[src/rtl/user_bp_dir_sequencer.sv]
// Break-before-make direction sequencer between the GPIO register bank and the backplane pads.
// Lines turning output->input release at once; input->output lines drive after a turnaround gap.
module user_bp_dir_sequencer #(
  parameter int unsigned NrBackplaneIos   = 32,
  parameter int unsigned TurnaroundCycles = 4,
  parameter int unsigned CntWidth         = 8
) (
  input  logic                      clk_i,
  input  logic                      rst_i,
  input  logic                      enable_i,
  input  logic [NrBackplaneIos-1:0] dir_req_i,
  input  logic [NrBackplaneIos-1:0] out_req_i,
  output logic [NrBackplaneIos-1:0] backplane_dir_o,
  output logic [NrBackplaneIos-1:0] backplane_out_o,
  output logic                      busy_o,
  output logic                      done_o
);

  typedef enum logic [1:0] {StIdle, StRelease, StWait, StDrive} state_e;

  localparam logic [CntWidth-1:0] CntInit = CntWidth'(TurnaroundCycles - 1);

  state_e                    state_q, state_d;
  logic [NrBackplaneIos-1:0] dir_q, dir_d;
  logic [NrBackplaneIos-1:0] out_q, out_d;
  logic [NrBackplaneIos-1:0] target_q, target_d;
  logic [CntWidth-1:0]       cnt_q, cnt_d;
  logic                      busy_q, busy_d;
  logic                      done_q, done_d;

  always_comb begin
    state_d  = state_q;
    dir_d    = dir_q;
    target_d = target_q;
    cnt_d    = cnt_q;
    done_d   = 1'b0;

    if (!enable_i) begin
      // Safe state: every line becomes an input; target/cnt are left as they are.
      state_d = StIdle;
      dir_d   = '0;
    end else begin
      case (state_q)
        StIdle: begin
          if (dir_req_i != dir_q) begin
            target_d = dir_req_i;
            state_d  = StRelease;
          end
        end
        StRelease: begin
          dir_d = dir_q & target_q;
          if ((target_q & ~dir_q) == '0) begin
            done_d  = 1'b1;
            state_d = StIdle;
          end else begin
            cnt_d   = CntInit;
            state_d = StWait;
          end
        end
        StWait: begin
          if (cnt_q == '0) begin
            state_d = StDrive;
          end else begin
            cnt_d = cnt_q - CntWidth'(1);
          end
        end
        StDrive: begin
          dir_d   = target_q;
          done_d  = 1'b1;
          state_d = StIdle;
        end
        default: state_d = StIdle;
      endcase
    end

    // A line that is not driven always presents 0 on its output value.
    out_d  = out_req_i & dir_d;
    busy_d = (state_d != StIdle);
  end

  always_ff @(posedge clk_i) begin
    if (rst_i) begin
      state_q  <= StIdle;
      dir_q    <= '0;
      out_q    <= '0;
      target_q <= '0;
      cnt_q    <= '0;
      busy_q   <= 1'b0;
      done_q   <= 1'b0;
    end else begin
      state_q  <= state_d;
      dir_q    <= dir_d;
      out_q    <= out_d;
      target_q <= target_d;
      cnt_q    <= cnt_d;
      busy_q   <= busy_d;
      done_q   <= done_d;
    end
  end

  assign backplane_dir_o = dir_q;
  assign backplane_out_o = out_q;
  assign busy_o          = busy_q;
  assign done_o          = done_q;

endmodule

[config.mk]
export PLATFORM = sky130hd
export DESIGN_NAME = user_bp_dir_sequencer
export DESIGN_NICKNAME = d
export VERILOG_FILES = /design/src/rtl/user_bp_dir_sequencer.sv
export SDC_FILE = /design/constraint.sdc
export NUM_CORES = 1
export LEC_CHECK = 0
export ABC_AREA = 0
export CORE_MARGIN = 2
export CORE_UTILIZATION = 42
export DETAILED_ROUTE_END_ITERATION = 7
export PLACE_DENSITY = 0.76
export REMOVE_ABC_BUFFERS = 1
export SLEW_MARGIN = 20
export SYNTH_ARGS = -nofsm -noshare
export SYNTH_HDL_FRONTEND = slang
export SYNTH_SLANG_ARGS = --single-unit
[constraint.sdc]
create_clock -name clk_i -period 1.85 [get_ports clk_i]
set_input_delay 0.555 -clock clk_i [delete_from_list [all_inputs] [get_ports clk_i]]
set_output_delay 0.555 -clock clk_i [all_outputs]
set_load 0.02 [all_outputs]
==> run summary <==
Psw: 1.18 mW
Gate power share: 14.3%
Hold Crit Class: flop to flop
total global routing overflow: 0
DRC: 0
clk sinks: 108
top cells by count, synth: dfxtp_1, nor2_1
crit end category: flop
die height: 106 um
DR vias/cell: 5.16
Post-Route Skew: 0.0185 ns
Initial DRT Pass Iterations: 4
cell leakage power: 3.15 nW
hold_buf cts: 0
Slowest cell on crit path: dfxtp_2
critical path's most frequent cell: buf_4
pwr dens: 708 nW/um^2
core area: 10200 um^2
I/O Pins: 133
clk buf depth: 2
Synth area leader: dfxtp_1
RSZ-0062 raised after global routing: yes
DP HPWL: 8.97 mm
final hold violation count: 0
Seq/Total Area, Yosys: 49.7%
EDFF count, synth: 0
routability cong.: 0.854
Required @ worst endpoint: 2.17 ns
Slew headroom: 77.0%
sequential share of power: 51.3%
Starting Density: 42.7%
CTS tree: done
post-synthesis cell count: 417
largest net degree at the start of global routing: 33
CTS Buf Count: 9
Max VDD drop: 363 uV
vias in the first global route: 4027
failing checks: negative setup slack
routing usage on met1: 27.8%
GRT met2 Usage: 39.2%
Setup-failing EPs final: 22
Worst Path Max Fanout: 3
Final Non-Filler Cells: 741
IO buf count: 132
# diodes: 0
Cell variety after synth: 41
asr flop ratio synth: 0%
Post-Syn Area: 4350 um^2
Inst Count DP: 718
Final period util: 107%
initial drt markers: 140
count leader, synth: dfxtp_1
Max Cap Viol: 0
die area: 11200 um^2
kind of critical path: flop to flop
H-tree depth: 3
met3 global-route usage: 4.45%
share of the synthesized area in the top cell type: 49.7%
switching share of power: 24.8%
initial antenna violation count: 0
first-pass GRT wire length: 20.0 mm
Tmin final: 1.98 ns
Clk Latency, worst-skew pair: 0.38 ns
Fin Setup TNS: -1.84 ns
Routed Antenna Nets: 0
Final WS setup: -0.127 ns
Int Pwr: 3.56 mW
layout cells sized above 1: 28.9%
top cells by area, synth: dfxtp_1, o221a_2, mux2i_1, xnor2_1, and2_1
Slew @ Worst Pin: 0.345 ns
Most used DFF post-synth: dfxtp_1
routed wire length: 12.5 mm
Largest stage delay, worst path: 0.35 ns
WP data arrival: 2.29 ns
clock root buffer: clkbuf_8
Layout Nets: 674
CP startpoint kind: flop
drt wl/cell: 16.9 um
clk slew on worst S/H paths: 0.11 ns
Clk pwr share: 34.4%
Max Slew Vio Count: 0
Post-Syn Area per Cell: 10.4 um^2
site row count: 37
via count: 3827
yosys warns: 0
status: finished, violations left
Tot GR Track Use: 22.5%
Layout area overhead: 53.7%
GR peak layer: met2
register bit total from synthesis: 108
Max Clk Rate: 0.506 GHz
CP cell instances: buf_6 -> xnor2_2 -> nand4_1 -> nor4_2 -> buf_4 -> buf_4 -> nand3_1 -> a221oi_2 -> or2_4
WHS: 0.495 ns
chip width: 106 um
flip-flops by register name, summed over array words and instances (netlist names):
name / count
state_q: 2
target_q: 32
cnt_q: 8
backplane_dir_o: 32
done_o: 1
backplane_out_o: 32
busy_o: 1
cell usage in the layout, fill, tap and decap left out, types with 6 or more instances in the layout:
| cell | netlist | layout |
|---|---|---|
| clkdlybuf4s15_1 | 0 | 11 |
| nor2_1 | 40 | 39 |
| nand4_1 | 12 | 12 |
| inv_1 | 25 | 23 |
| buf_4 | 0 | 50 |
| o221a_2 | 32 | 32 |
| clkdlybuf4s50_1 | 0 | 34 |
| clkbuf_8 | 0 | 10 |
| ha_1 | 7 | 6 |
| dlygate4sd2_1 | 0 | 73 |
| mux2i_1 | 32 | 29 |
| dfxtp_2 | 0 | 22 |
| dfxtp_1 | 108 | 85 |
| xnor2_1 | 32 | 21 |
| nand2_1 | 8 | 7 |
| and2_1 | 32 | 32 |
| xnor2_2 | 0 | 11 |
| nand2b_1 | 16 | 14 |
| dlymetal6s2s_1 | 0 | 11 |
metrics by stage:
| stage | worst slack, ns | util [%] | power [mW] | cell area [um^2] |
|---|---|---|---|---|
| 2_1_floorplan | -0.773 | - | 2.73 | 4260 |
| 3_3_place_gp | -0.676 | 61.0 | 3.08 | 6210 |
| 3_5_place_dp | -0.756 | 61.0 | 3.10 | 6210 |
| 4_1_cts | -0.105 | 64.3 | 4.73 | 6550 |
| 5_1_grt | -0.175 | 65.7 | 4.92 | 6690 |
| 6_report | -0.127 | 65.7 | 4.74 | 6690 |
area by class of cell:
class	instances	area, um^2
well taps	136	170
fillers	822	3500
repair buffers	191	1790
flip-flops and latches	108	2190
multi-input cells	265	2210
clock buffers	10	138
inverters	25	93.8
clock inverters	6	93.8
cells by family (layout without fill, tap and decap cells):
| family | Yosys count | after routing | share of synthesized area (%) |
|---|---|---|---|
| adder cells (fa/ha/maj) | 7 | 7 | 2.01 |
| AND/OR/NAND/NOR | 131 | 131 | 16.7 |
| XOR/XNOR | 32 | 32 | 6.44 |
| multiplexers | 32 | 32 | 7.36 |
| AO/OA/AOI/OAI | 63 | 63 | 13.4 |
| flip-flops | 108 | 108 | 49.7 |
| buffers and inverters | 44 | 232 | 4.34 |
per-layer routing:
layer / share of wire (%) / up-vias
li1: - / 1844
met1: 44 / 1849
met2: 49 / 119
met3: 5.8 / 15
met4: 1.5 / 0
met5: 0 / -
power by group through the flow:
stage                     combinational [mW]  sequential, mW  clock [mW]
after floorplan                        0.259            2.47           0
after global placement                 0.609            2.47           0
after detailed placement               0.619            2.48           0
after CTS                              0.652            2.43        1.65
after global routing                   0.725            2.44        1.76
final                                  0.676            2.43        1.63
worst max-delay path: cells and delay by family (launching register included):
kind,cells,cell delay [ns]
AOI/OAI and AO/OA,1,0.28
xor gates and xnor gates,1,0.15
buffers and inverters,3,0.40
DFF,1,0.35
and+or+nand+nor,4,0.73
repair_timing:
item / in CTS / in global routing
hold endpoints to repair: 0 / 0
resized for setup: 121 / 62
setup buffers: 6 / 3
pin swaps: 40 / 27
setup endpoints to repair: 92 / 55
gates cloned: 2 / 0
path summary, 6_finish.rpt:
| kind | depth (start not counted) | to | start | slack [ns] |
|---|---|---|---|---|
| max reg2reg | 9 | busy_o$_SDFF_PP0_ | backplane_dir_o[30]$_SDFF_PP0_ | -0.13 |
| max | 9 | busy_o$_SDFF_PP0_ | backplane_dir_o[30]$_SDFF_PP0_ | -0.13 |
| min reg2reg | 2 | cnt_q[6]$_SDFFE_PP0P_ | cnt_q[6]$_SDFFE_PP0P_ | 0.50 |
| min | 2 | cnt_q[6]$_SDFFE_PP0P_ | cnt_q[6]$_SDFFE_PP0P_ | 0.50 |
Power figures use the tool's default switching activity.
